===== src/rtl/parity_pkg.sv =====
// ---------------------------------------------------------------------------
// parity_pkg
// Shared definitions for the parity accumulator:
//   - state_t  : accumulator FSM states (IDLE / ACCUM / HOLD)
//   - PAR_XOR  : even parity mode encoding (result reported as-is)
//   - PAR_XNOR : odd parity mode encoding (result reported inverted)
//   - apply_mode() : applies the latched parity mode to one parity bit
// ---------------------------------------------------------------------------
package parity_pkg;

    typedef enum logic [1:0] {
        IDLE  = 2'd0,
        ACCUM = 2'd1,
        HOLD  = 2'd2
    } state_t;

    localparam logic PAR_XOR  = 1'b0;
    localparam logic PAR_XNOR = 1'b1;

    // Odd-parity (XNOR) mode reports the complement of the raw XOR result.
    function automatic logic apply_mode(input logic bit_in, input logic mode_in);
        return bit_in ^ (mode_in == PAR_XNOR);
    endfunction

endpackage : parity_pkg


===== src/rtl/nand_xor2.sv =====
// ---------------------------------------------------------------------------
// nand_xor2
// Two-input XOR built purely from four two-input NAND gates.
// Ports:
//   a, b : operand bits
//   y    : a ^ b
// ---------------------------------------------------------------------------
module nand_xor2 (
    input  logic a,
    input  logic b,
    output logic y
);

    logic n_ab;
    logic n_a;
    logic n_b;

    // Classic 4-NAND XOR: the shared first NAND feeds both side NANDs.
    assign n_ab = ~(a & b);
    assign n_a  = ~(a & n_ab);
    assign n_b  = ~(b & n_ab);
    assign y    = ~(n_a & n_b);

endmodule : nand_xor2


===== src/rtl/parity_accum.sv =====
// ---------------------------------------------------------------------------
// parity_accum
// Accumulates a bitwise column parity over a frame of up to FRAME_LEN data
// beats, then presents the column parity, its row (reduction) parity and the
// beat count until the consumer takes it.
//
// Parameters:
//   WIDTH     : data word width (2..64)
//   FRAME_LEN : maximum beats per frame (1..255)
//
// Ports:
//   clk        : clock, rising edge
//   reset      : asynchronous active-high reset
//   mode       : 0 = even (XOR) parity, 1 = odd (XNOR); sampled on first beat
//   in_valid / in_ready / in_data / in_last : input beat handshake
//   out_valid / out_ready                   : result handshake
//   out_col    : column parity of the frame (0 while out_valid=0)
//   out_row    : reduction parity of the frame (0 while out_valid=0)
//   out_count  : beats in the frame (0 while out_valid=0)
//
// Optional feature (macro PARITY_CHECK_EN):
//   exp_row    : expected row parity, captured with the final accepted beat
//   err        : out_row != captured exp_row while out_valid=1, else 0
// ---------------------------------------------------------------------------
module parity_accum
    import parity_pkg::*;
#(
    parameter int WIDTH     = 8,
    parameter int FRAME_LEN = 4
) (
    input  logic                           clk,
    input  logic                           reset,
    input  logic                           mode,
    input  logic                           in_valid,
    output logic                           in_ready,
    input  logic [WIDTH-1:0]               in_data,
    input  logic                           in_last,
    output logic                           out_valid,
    input  logic                           out_ready,
    output logic [WIDTH-1:0]               out_col,
    output logic                           out_row,
    output logic [$clog2(FRAME_LEN+1)-1:0] out_count
`ifdef PARITY_CHECK_EN
    ,
    input  logic                           exp_row,
    output logic                           err
`endif
);

    localparam int CW     = $clog2(FRAME_LEN + 1);
    localparam int LVLS   = $clog2(WIDTH);
    localparam int LEAVES = 1 << LVLS;
    localparam logic [CW-1:0] FRAME_LEN_C = CW'(FRAME_LEN);

    state_t           state_q, state_d;
    logic [WIDTH-1:0] acc_q, acc_d;
    logic [CW-1:0]    count_q, count_d;
    logic             mode_q, mode_d;
    logic             in_ready_q, in_ready_d;
    logic             out_valid_q, out_valid_d;

    logic             in_fire;
    logic             out_fire;
    logic [CW-1:0]    count_inc;
    logic [WIDTH-1:0] col_xor;
    logic [LEAVES-1:0] leaf;
    logic             acc_parity;

`ifdef PARITY_CHECK_EN
    logic             exp_row_q, exp_row_d;
`endif

    // -----------------------------------------------------------------------
    // Column XOR: one NAND-built XOR per data bit, acc ^ in_data.
    // -----------------------------------------------------------------------
    genvar gi, gj;
    generate
        for (gi = 0; gi < WIDTH; gi++) begin : g_col
            nand_xor2 u_xor (
                .a (acc_q[gi]),
                .b (in_data[gi]),
                .y (col_xor[gi])
            );
        end

        // Reduction tree leaves, padded with zeros up to a power of two so
        // every level halves cleanly; zero leaves do not change the parity.
        for (gi = 0; gi < LEAVES; gi++) begin : g_leaf
            if (gi < WIDTH) begin : g_data
                assign leaf[gi] = acc_q[gi];
            end else begin : g_pad
                assign leaf[gi] = 1'b0;
            end
        end

        // One generate block per tree level; each level reads the previous
        // level's outputs, which keeps every net single-level and acyclic.
        for (gi = 0; gi < LVLS; gi++) begin : g_lvl
            localparam int N = LEAVES >> (gi + 1);
            logic [2*N-1:0] src;
            logic [N-1:0]   y;

            if (gi == 0) begin : g_first
                assign src = leaf;
            end else begin : g_next
                assign src = g_lvl[gi-1].y;
            end

            for (gj = 0; gj < N; gj++) begin : g_node
                nand_xor2 u_xor (
                    .a (src[2*gj]),
                    .b (src[2*gj+1]),
                    .y (y[gj])
                );
            end
        end
    endgenerate

    assign acc_parity = g_lvl[LVLS-1].y[0];

    // -----------------------------------------------------------------------
    // Next-state logic
    // -----------------------------------------------------------------------
    always_comb begin
        in_fire   = in_valid & in_ready_q;
        out_fire  = out_valid_q & out_ready;
        count_inc = count_q + CW'(1);

        state_d = state_q;
        acc_d   = acc_q;
        count_d = count_q;
        mode_d  = mode_q;
`ifdef PARITY_CHECK_EN
        exp_row_d = exp_row_q;
`endif

        case (state_q)
            IDLE: begin
                if (in_fire) begin
                    acc_d   = in_data;
                    count_d = CW'(1);
                    mode_d  = mode;
                    if (in_last || (FRAME_LEN == 1)) begin
                        state_d = HOLD;
                    end else begin
                        state_d = ACCUM;
                    end
`ifdef PARITY_CHECK_EN
                    exp_row_d = exp_row;
`endif
                end
            end

            ACCUM: begin
                if (in_fire) begin
                    acc_d   = col_xor;
                    count_d = count_inc;
                    // in_last together with a full count still closes only
                    // this one frame: both conditions lead to the same HOLD.
                    if (in_last || (count_inc == FRAME_LEN_C)) begin
                        state_d = HOLD;
                    end
`ifdef PARITY_CHECK_EN
                    exp_row_d = exp_row;
`endif
                end
            end

            HOLD: begin
                if (out_fire) begin
                    acc_d   = '0;
                    count_d = '0;
                    state_d = IDLE;
                end
            end

            default: begin
                state_d = IDLE;
                acc_d   = '0;
                count_d = '0;
            end
        endcase

        // Handshake flags are registered images of the next state, so they
        // switch on the same edge as the state and stay low during reset.
        in_ready_d  = (state_d != HOLD);
        out_valid_d = (state_d == HOLD);
    end

    // -----------------------------------------------------------------------
    // State registers
    // -----------------------------------------------------------------------
    always_ff @(posedge clk or posedge reset) begin
        if (reset) begin
            state_q     <= IDLE;
            acc_q       <= '0;
            count_q     <= '0;
            mode_q      <= PAR_XOR;
            in_ready_q  <= 1'b0;
            out_valid_q <= 1'b0;
`ifdef PARITY_CHECK_EN
            exp_row_q   <= 1'b0;
`endif
        end else begin
            state_q     <= state_d;
            acc_q       <= acc_d;
            count_q     <= count_d;
            mode_q      <= mode_d;
            in_ready_q  <= in_ready_d;
            out_valid_q <= out_valid_d;
`ifdef PARITY_CHECK_EN
            exp_row_q   <= exp_row_d;
`endif
        end
    end

    // -----------------------------------------------------------------------
    // Outputs: data outputs are forced to zero outside HOLD.
    // -----------------------------------------------------------------------
    assign in_ready  = in_ready_q;
    assign out_valid = out_valid_q;
    assign out_col   = out_valid_q ? (acc_q ^ {WIDTH{mode_q}}) : '0;
    assign out_row   = out_valid_q & apply_mode(acc_parity, mode_q);
    assign out_count = out_valid_q ? count_q : '0;

`ifdef PARITY_CHECK_EN
    assign err = out_valid_q & (out_row != exp_row_q);
`endif

endmodule : parity_accum

===== config.mk =====
export PLATFORM = sky130hd
export DESIGN_NAME = parity_accum
export DESIGN_NICKNAME = d
export VERILOG_FILES = /design/src/rtl/parity_pkg.sv /design/src/rtl/nand_xor2.sv /design/src/rtl/parity_accum.sv
export SDC_FILE = /design/constraint.sdc
export NUM_CORES = 1
export LEC_CHECK = 0
export BUFFER_PORTS_ARGS = -buffer_cell sky130_fd_sc_hd__buf_2
export CELL_PAD_IN_SITES_DETAIL_PLACEMENT = 0
export CELL_PAD_IN_SITES_GLOBAL_PLACEMENT = 1
export CORE_MARGIN = 1.5
export CORE_UTILIZATION = 35
export DETAILED_ROUTE_END_ITERATION = 6
export PLACE_DENSITY_LB_ADDON = 0.25
export SKIP_LAST_GASP = 1
export SLEW_MARGIN = 0
export SYNTH_ARGS = -nofsm -noshare
export SYNTH_HDL_FRONTEND = slang
export SYNTH_SLANG_ARGS = --single-unit
export TNS_END_PERCENT = 20

===== constraint.sdc =====
create_clock -name clk -period 1.3 [get_ports clk]
set_input_delay 0.065 -clock clk [delete_from_list [all_inputs] [get_ports clk]]
set_output_delay 0.065 -clock clk [all_outputs]
set_load 0.02 [all_outputs]

### Yosys cells after proc, flatten, opt, wreduce, memory -nomap -nowiden

Cells that the tools add are included.

* input bits: 14
* register bits: 16

* bitwise operators: 125
* equal/unequal tests: 8
* reduce and logical (&&, ||, !) cells: 4
* add/sub/neg operators: 1
* mux-type cells: 16

Operators with widths (number)
* $and 1x1->1: 63
* $not 1->1: 60
* $mux 8: 4
* $pmux 8 s3: 1
* $mux 3: 4
* $mux 2: 5
* $pmux 3 s3: 1
* $ne 2x2->1 const B: 4
* $xor 8x8->8: 1
* $pmux 2 s3: 1
* $eq 2x2->1 const B: 2
* $add 3x1->3 const B: 1
* $eq 3x3->1 const B: 1
* $reduce_and 3->1: 1
* $eq 2x1->1 const B: 1
* $logic_not 2->1: 1
* $reduce_and 2->1: 1
* $logic_or 1x1->1: 1
* $xor 1x1->1: 1

### Logic depth before layout (Yosys ltp)

* depth in word-level cells: 20
* mapped depth: 5

### Modules after synthesis

A second synthesis with hierarchy kept.

* cell total of the unflattened synthesis: 111
* area total of the unflattened synthesis: 1162.4 um2

Modules (own cells, without submodules)
* parity_accum: sequential area each 400.4 um2, cells each 96, area each 1031.0 um2, times used 1
* nand_xor2: sequential area each 0.0 um2, cells each 1, area each 8.8 um2, times used 15

### Least setup slack after synthesis

No wires, ideal clock.

* path type: register -> output
* start: register mode_q
* end: output port out_row
* buffers on the path: 1
* cell stages (with the launch flop): 5
* data required time: 1235 ps
* arrival: 1432 ps
* path slack: -197 ps
* path through: dfrtp_1 > buf_6 > xor2_2 > xnor3_1 > mux2i_1

* cells in the longest elaborated chain, start to end: 2

Ends and longest elaborated chain
* start, declared: line parity_accum.sv:58 `logic mode_q, mode_d;`
* start signal, assigned: line parity_accum.sv:208 `mode_q <= mode_d;`
* $xor 1x1->1: line parity_pkg.sv:22 `return bit_in ^ (mode_in == PAR_XNOR);`
* $and 1x1->1: line parity_accum.sv:223 `assign out_row = out_valid_q & apply_mode(acc_parity, mode_q);`
* end, declared: line parity_accum.sv:41 `output logic out_row,`

Every way passes these cells.

### Worst setup path in the final report

* start: register acc_q[4]
* end: output port out_row

* cells in the longest elaborated chain, start to end: 20
* elaborated cells on any way between the ends: 26
* those cells by class: bitwise: 26

Ends and longest elaborated chain
* start, declared: line parity_accum.sv:56 `logic [WIDTH-1:0] acc_q, acc_d;`
* start signal, assigned: line parity_accum.sv:196 `acc_q <= '0;`
* start signal, assigned: line parity_accum.sv:206 `acc_q <= acc_d;`
* $and 1x1->1: line nand_xor2.sv:19 `assign n_ab = ~(a & b);`
* $not 1->1: line nand_xor2.sv:19
* $and 1x1->1, on equally long branches: line nand_xor2.sv:20, nand_xor2.sv:21
* $not 1->1, on equally long branches: line nand_xor2.sv:20, nand_xor2.sv:21
* $and 1x1->1 *: line nand_xor2.sv:22 `assign y = ~(n_a & n_b);`
* $not 1->1 *: line nand_xor2.sv:22
* $and 1x1->1: line nand_xor2.sv:19
* $not 1->1: line nand_xor2.sv:19
* [4 not listed]
* $and 1x1->1: line nand_xor2.sv:19
* $not 1->1: line nand_xor2.sv:19
* $and 1x1->1, on equally long branches: line nand_xor2.sv:20, nand_xor2.sv:21
* $not 1->1, on equally long branches: line nand_xor2.sv:20, nand_xor2.sv:21
* $and 1x1->1 *: line nand_xor2.sv:22
* $not 1->1 *: line nand_xor2.sv:22
* $xor 1x1->1 *: line parity_pkg.sv:22
* $and 1x1->1 *: line parity_accum.sv:223

Mark *: on every way between the ends. The rest lies on a longest branch, timed or not.

==> report_table.html <==
<table>
<tr><th>Metric</th><th>Value</th></tr>
<tr><th colspan="2">Final layout</th></tr>
<tr><td>Share of the core filled with cells</td><td>49.7%</td></tr>
<tr><td>Syn-to-layout area delta</td><td>36.1%</td></tr>
<tr><td>Proportion of layout cells with a drive suffix above 1</td><td>39.0%</td></tr>
<tr><td>Area used by multi-input combinational logic</td><td>676 um2</td></tr>
<tr><td>Antenna Cells</td><td>0</td></tr>
<tr><td>Register area</td><td>403 um2</td></tr>
<tr><td>Fillers</td><td>279</td></tr>
<tr><td>Commonest cells after routing, fill and taps aside</td><td>sky130_fd_sc_hd__buf_2 (26), sky130_fd_sc_hd__buf_4 (22), sky130_fd_sc_hd__dfrtp_1 (14)</td></tr>
<tr><td>Commonest non-fill, non-tap cell in the layout</td><td>sky130_fd_sc_hd__buf_2</td></tr>
<tr><td>Nets@finish</td><td>176</td></tr>
<tr><th colspan="2">Floorplanning</th></tr>
<tr><td>Row count</td><td>20</td></tr>
<tr><td>Initial Utilization</td><td>36.5%</td></tr>
<tr><td>Overall die height</td><td>59.2 um</td></tr>
<tr><td>Chip width</td><td>59.2 um</td></tr>
<tr><td>Core Region</td><td>3030 um2</td></tr>
<tr><td>Number of I/O pins</td><td>28</td></tr>
<tr><td>Die area</td><td>3510 um2</td></tr>
<tr><th colspan="2">Setup path</th></tr>
<tr><td>Startpoint kind of the worst setup timing path</td><td>flop</td></tr>
<tr><td>Critical path type</td><td>reg2out</td></tr>
<tr><td>Worst EP arrival</td><td>1650 ps</td></tr>
<tr><td>Largest driver fanout on the critical path</td><td>2</td></tr>
<tr><td>Critical Path Start</td><td>acc_q[4]$_DFFE_PP0P_</td></tr>
<tr><td>Crit. End Element</td><td>output port</td></tr>
<tr><td>Critical Path RT</td><td>1240 ps</td></tr>
<tr><td>Critical R2R Launch</td><td>state_q[1]$_DFF_PP0_</td></tr>
<tr><th colspan="2">Timing</th></tr>
<tr><td>Fraction of the cycle the final worst path needs</td><td>132%</td></tr>
<tr><td>Transition time of the tightest slew-check pin</td><td>398 ps</td></tr>
<tr><td>Final worst slack</td><td>-413 ps</td></tr>
<tr><td>Finish-stage setup viols</td><td>12</td></tr>
<tr><td>F_max</td><td>584 MHz</td></tr>
<tr><td>Final Max Tran Viols</td><td>0</td></tr>
<tr><td>Worst hold margin</td><td>14.2 ps</td></tr>
<tr><td>Final clock skew</td><td>2.14 ps</td></tr>
<tr><td>Final Hold Viols</td><td>0</td></tr>
<tr><td>Min Tclk post-route</td><td>1710 ps</td></tr>
<tr><td>Unrepaired setup endpoints after global routing</td><td>yes</td></tr>
<tr><td>Relative max-transition margin</td><td>73.4%</td></tr>
<tr><th colspan="2">Hold path</th></tr>
<tr><td>Hold path startpoint</td><td>mode</td></tr>
<tr><td>Hold Crit Class</td><td>in2reg</td></tr>
<tr><th colspan="2">CTS</th></tr>
<tr><td>Deepest level of the CTS H-tree</td><td>1</td></tr>
<tr><td>Number of setup buffers added after CTS</td><td>0</td></tr>
<tr><td>Buffers from clock root to sink, at most</td><td>2</td></tr>
<tr><td>Insertion delay to the later sink of the worst-skew pair</td><td>280 ps</td></tr>
<tr><td>Buffer cell driving the clock tree root</td><td>sky130_fd_sc_hd__clkbuf_4</td></tr>
<tr><td>Clock transition time at the flip-flop clock pins of the worst setup and hold paths</td><td>100 ps</td></tr>
<tr><td>Number of buffers created by CTS</td><td>3</td></tr>
<tr><td>TritonCTS clock tree</td><td>yes</td></tr>
<tr><td>TritonCTS sink count</td><td>16</td></tr>
<tr><th colspan="2">Detailed routing</th></tr>
<tr><td>DR iter-0 viols</td><td>29</td></tr>
<tr><td>Detailed-route wire length</td><td>2510 um</td></tr>
<tr><td>Vias after detailed routing</td><td>955</td></tr>
<tr><td>First-pass iteration count of the detailed router</td><td>4</td></tr>
<tr><td>Antenna viol nets, final</td><td>0</td></tr>
<tr><td>Per-cell routed wire length</td><td>12.4 um</td></tr>
<tr><td>Number of remaining DRC errors</td><td>0</td></tr>
<tr><td>Vias per std cell</td><td>4.70</td></tr>
<tr><th colspan="2">Run status</th></tr>
<tr><td>Result of the run</td><td>complete, but fails checks</td></tr>
<tr><td>Violated checks</td><td>setup timing</td></tr>
<tr><th colspan="2">Global route</th></tr>
<tr><td>Peak-usage layer in the global routing report</td><td>met2</td></tr>
<tr><td>Via count of the first global-routing pass</td><td>938</td></tr>
<tr><td>Largest net degree at the start of global routing</td><td>11</td></tr>
<tr><td>GRT overflow</td><td>0</td></tr>
<tr><td>Grt met2 use</td><td>28.3%</td></tr>
<tr><td>GRT Resource Usage Total</td><td>16.7%</td></tr>
<tr><td>GRT met1 Usage</td><td>22.5%</td></tr>
<tr><td>Global-route wire length before repair</td><td>4400 um</td></tr>
<tr><td>Met3 track utilization from global routing</td><td>1.97%</td></tr>
<tr><td>Initial antenna violation count</td><td>0</td></tr>
<tr><th colspan="2">Logic synthesis</th></tr>
<tr><td>Proportion of synthesized chip area in sequential cells</td><td>36.2%</td></tr>
<tr><td>Fraction of registers with async set/reset</td><td>100%</td></tr>
<tr><td>Number of warnings reported in the yosys synthesis log</td><td>0</td></tr>
<tr><td>Post-synthesis cell type count</td><td>34</td></tr>
<tr><td>Number of nets in the synthesized netlist</td><td>127</td></tr>
<tr><td>Mean instance size in the synthesized netlist</td><td>9.96 um2</td></tr>
<tr><td>Number of synthesized flops with an enable pin</td><td>0</td></tr>
<tr><td>Synth Cell Area</td><td>1110 um2</td></tr>
<tr><td>Post-synthesis cell count</td><td>111</td></tr>
<tr><td>Commonest register cell after synthesis</td><td>sky130_fd_sc_hd__dfrtp_1</td></tr>
<tr><td>Number of synthesized register bits</td><td>16</td></tr>
<tr><th colspan="2">Job</th></tr>
<tr><td>Max_cap viols</td><td>0</td></tr>
<tr><th colspan="2">Placement</th></tr>
<tr><td>Routability congestion estimate from global placement</td><td>0.773</td></tr>
<tr><td>Count of buffers from port buffering</td><td>27</td></tr>
<tr><td>HPWL reported at the end of detailed placement</td><td>1990 um</td></tr>
<tr><th colspan="2">Power and ir drop</th></tr>
<tr><td>Leakage dissipation</td><td>0.730 nW</td></tr>
<tr><td>Worst-case vdd ir drop</td><td>1240 uV</td></tr>
<tr><td>Cell Pwr Density</td><td>2680 nW/um2</td></tr>
</table>
==> cell families (layout without fill, tap and decap cells) <==
family,Yosys count,in the layout,synth area share [%]
mux,2,2,1.92
fa+ha+maj,2,2,2.26
xor+xnor,20,20,19.0
simple gates,34,34,17.2
flops,16,16,36.2
compound gates,26,26,18.6
buf+inv,11,59,4.86
==> repair_timing <==
item | 4_1_cts | 5_1_grt
hold buffers | 1 | 0
resized for setup | 2 | 4
setup endpoints to repair | 15 | 24
endpoints found under the hold margin | 9 | 0
==> sequential cells by signal, summed over array words and instances (netlist names) <==
| register | cells |
|---|---|
| state_q | 2 |
| out_valid | 1 |
| in_ready | 1 |
| acc_q | 8 |
| mode_q | 1 |
| count_q | 3 |
==> layer usage <==
layer / vias up / wire [um]
met1: 439 / 1210
met5: - / 0
met4: 0 / 17
li1: 488 / -
met3: 2 / 85
met2: 26 / 1200
==> synthesized netlist by cell type (2+ instances only) <==
cell type	instances	share of area, %
sky130_fd_sc_hd__and2_1	4	2.3
sky130_fd_sc_hd__o21ai_0	2	0.91
sky130_fd_sc_hd__nor2b_1	7	4.0
sky130_fd_sc_hd__inv_1	4	1.4
sky130_fd_sc_hd__xnor2_1	10	7.9
sky130_fd_sc_hd__nor2_1	9	3.1
sky130_fd_sc_hd__a32o_1	2	1.8
sky130_fd_sc_hd__ha_1	2	2.3
sky130_fd_sc_hd__a21oi_1	2	0.91
sky130_fd_sc_hd__a22oi_1	7	4.8
sky130_fd_sc_hd__nand2_1	6	2.0
sky130_fd_sc_hd__buf_2	2	0.91
sky130_fd_sc_hd__xor2_1	7	5.5
sky130_fd_sc_hd__a22o_1	2	1.6
sky130_fd_sc_hd__a21o_1	2	1.4
sky130_fd_sc_hd__clkbuf_2	2	0.91
sky130_fd_sc_hd__xnor3_1	2	4.1
sky130_fd_sc_hd__o2bb2ai_1	7	5.5
sky130_fd_sc_hd__nor4bb_1	2	1.8
sky130_fd_sc_hd__dfrtp_1	16	36
==> where the power goes <==
part / internal (mW) / total (mW) / leakage (nW) / switching, mW
registers: 0.720 / 0.904 / 0.198 / 0.184
logic: 1.46 / 2.80 / 0.511 / 1.34
clock network: 0.170 / 0.333 / 0.0210 / 0.163
==> cell type report <==
class | instances | area share (%)
repair buffers | 50 | 21.0
inverters | 5 | 1.25
clock buffers | 4 | 2.41
well taps | 44 | 3.66
flip-flops and latches | 16 | 26.8
multi-input cells | 84 | 44.9
==> per-stage QoR <==
stage | total power, mW | cell area [um2] | TNS [ps] | setup slack, ps | std cells
after floorplan | 2.83 | 1120 | -45.1 | -37.9 | 111
after global placement | 3.65 | 1440 | -135 | -103 | 198
after detailed placement | 3.69 | 1440 | -155 | -107 | 198
after CTS | 4.06 | 1490 | -869 | -429 | 203
after global routing | 4.37 | 1510 | -1700 | -502 | 203
final | 4.03 | 1510 | -623 | -413 | 203
==> critical path, cell delays in order (launching register included) <==
cell                      delay [ps]
sky130_fd_sc_hd__dfrtp_1         400
sky130_fd_sc_hd__xnor2_1         150
sky130_fd_sc_hd__xnor3_1         460
sky130_fd_sc_hd__mux2i_4         200
sky130_fd_sc_hd__buf_2           160
==> path summary, 6_finish.rpt <==
kind	endpoint	slack (ps)	cells past startpoint
setup reg to reg	acc_q[0]$_DFFE_PP0P_	-30	3
min in group asynchronous	count_q[1]$_DFFE_PP0P_	290	3
hold / removal	mode_q$_DFFE_PP0P_	10	2
max in group asynchronous	acc_q[4]$_DFFE_PP0P_	560	4
setup / recovery	out_row	-410	4
hold reg to reg	state_q[0]$_DFF_PP0_	510	1
Note: power is estimated with default switching activity, not from simulation.
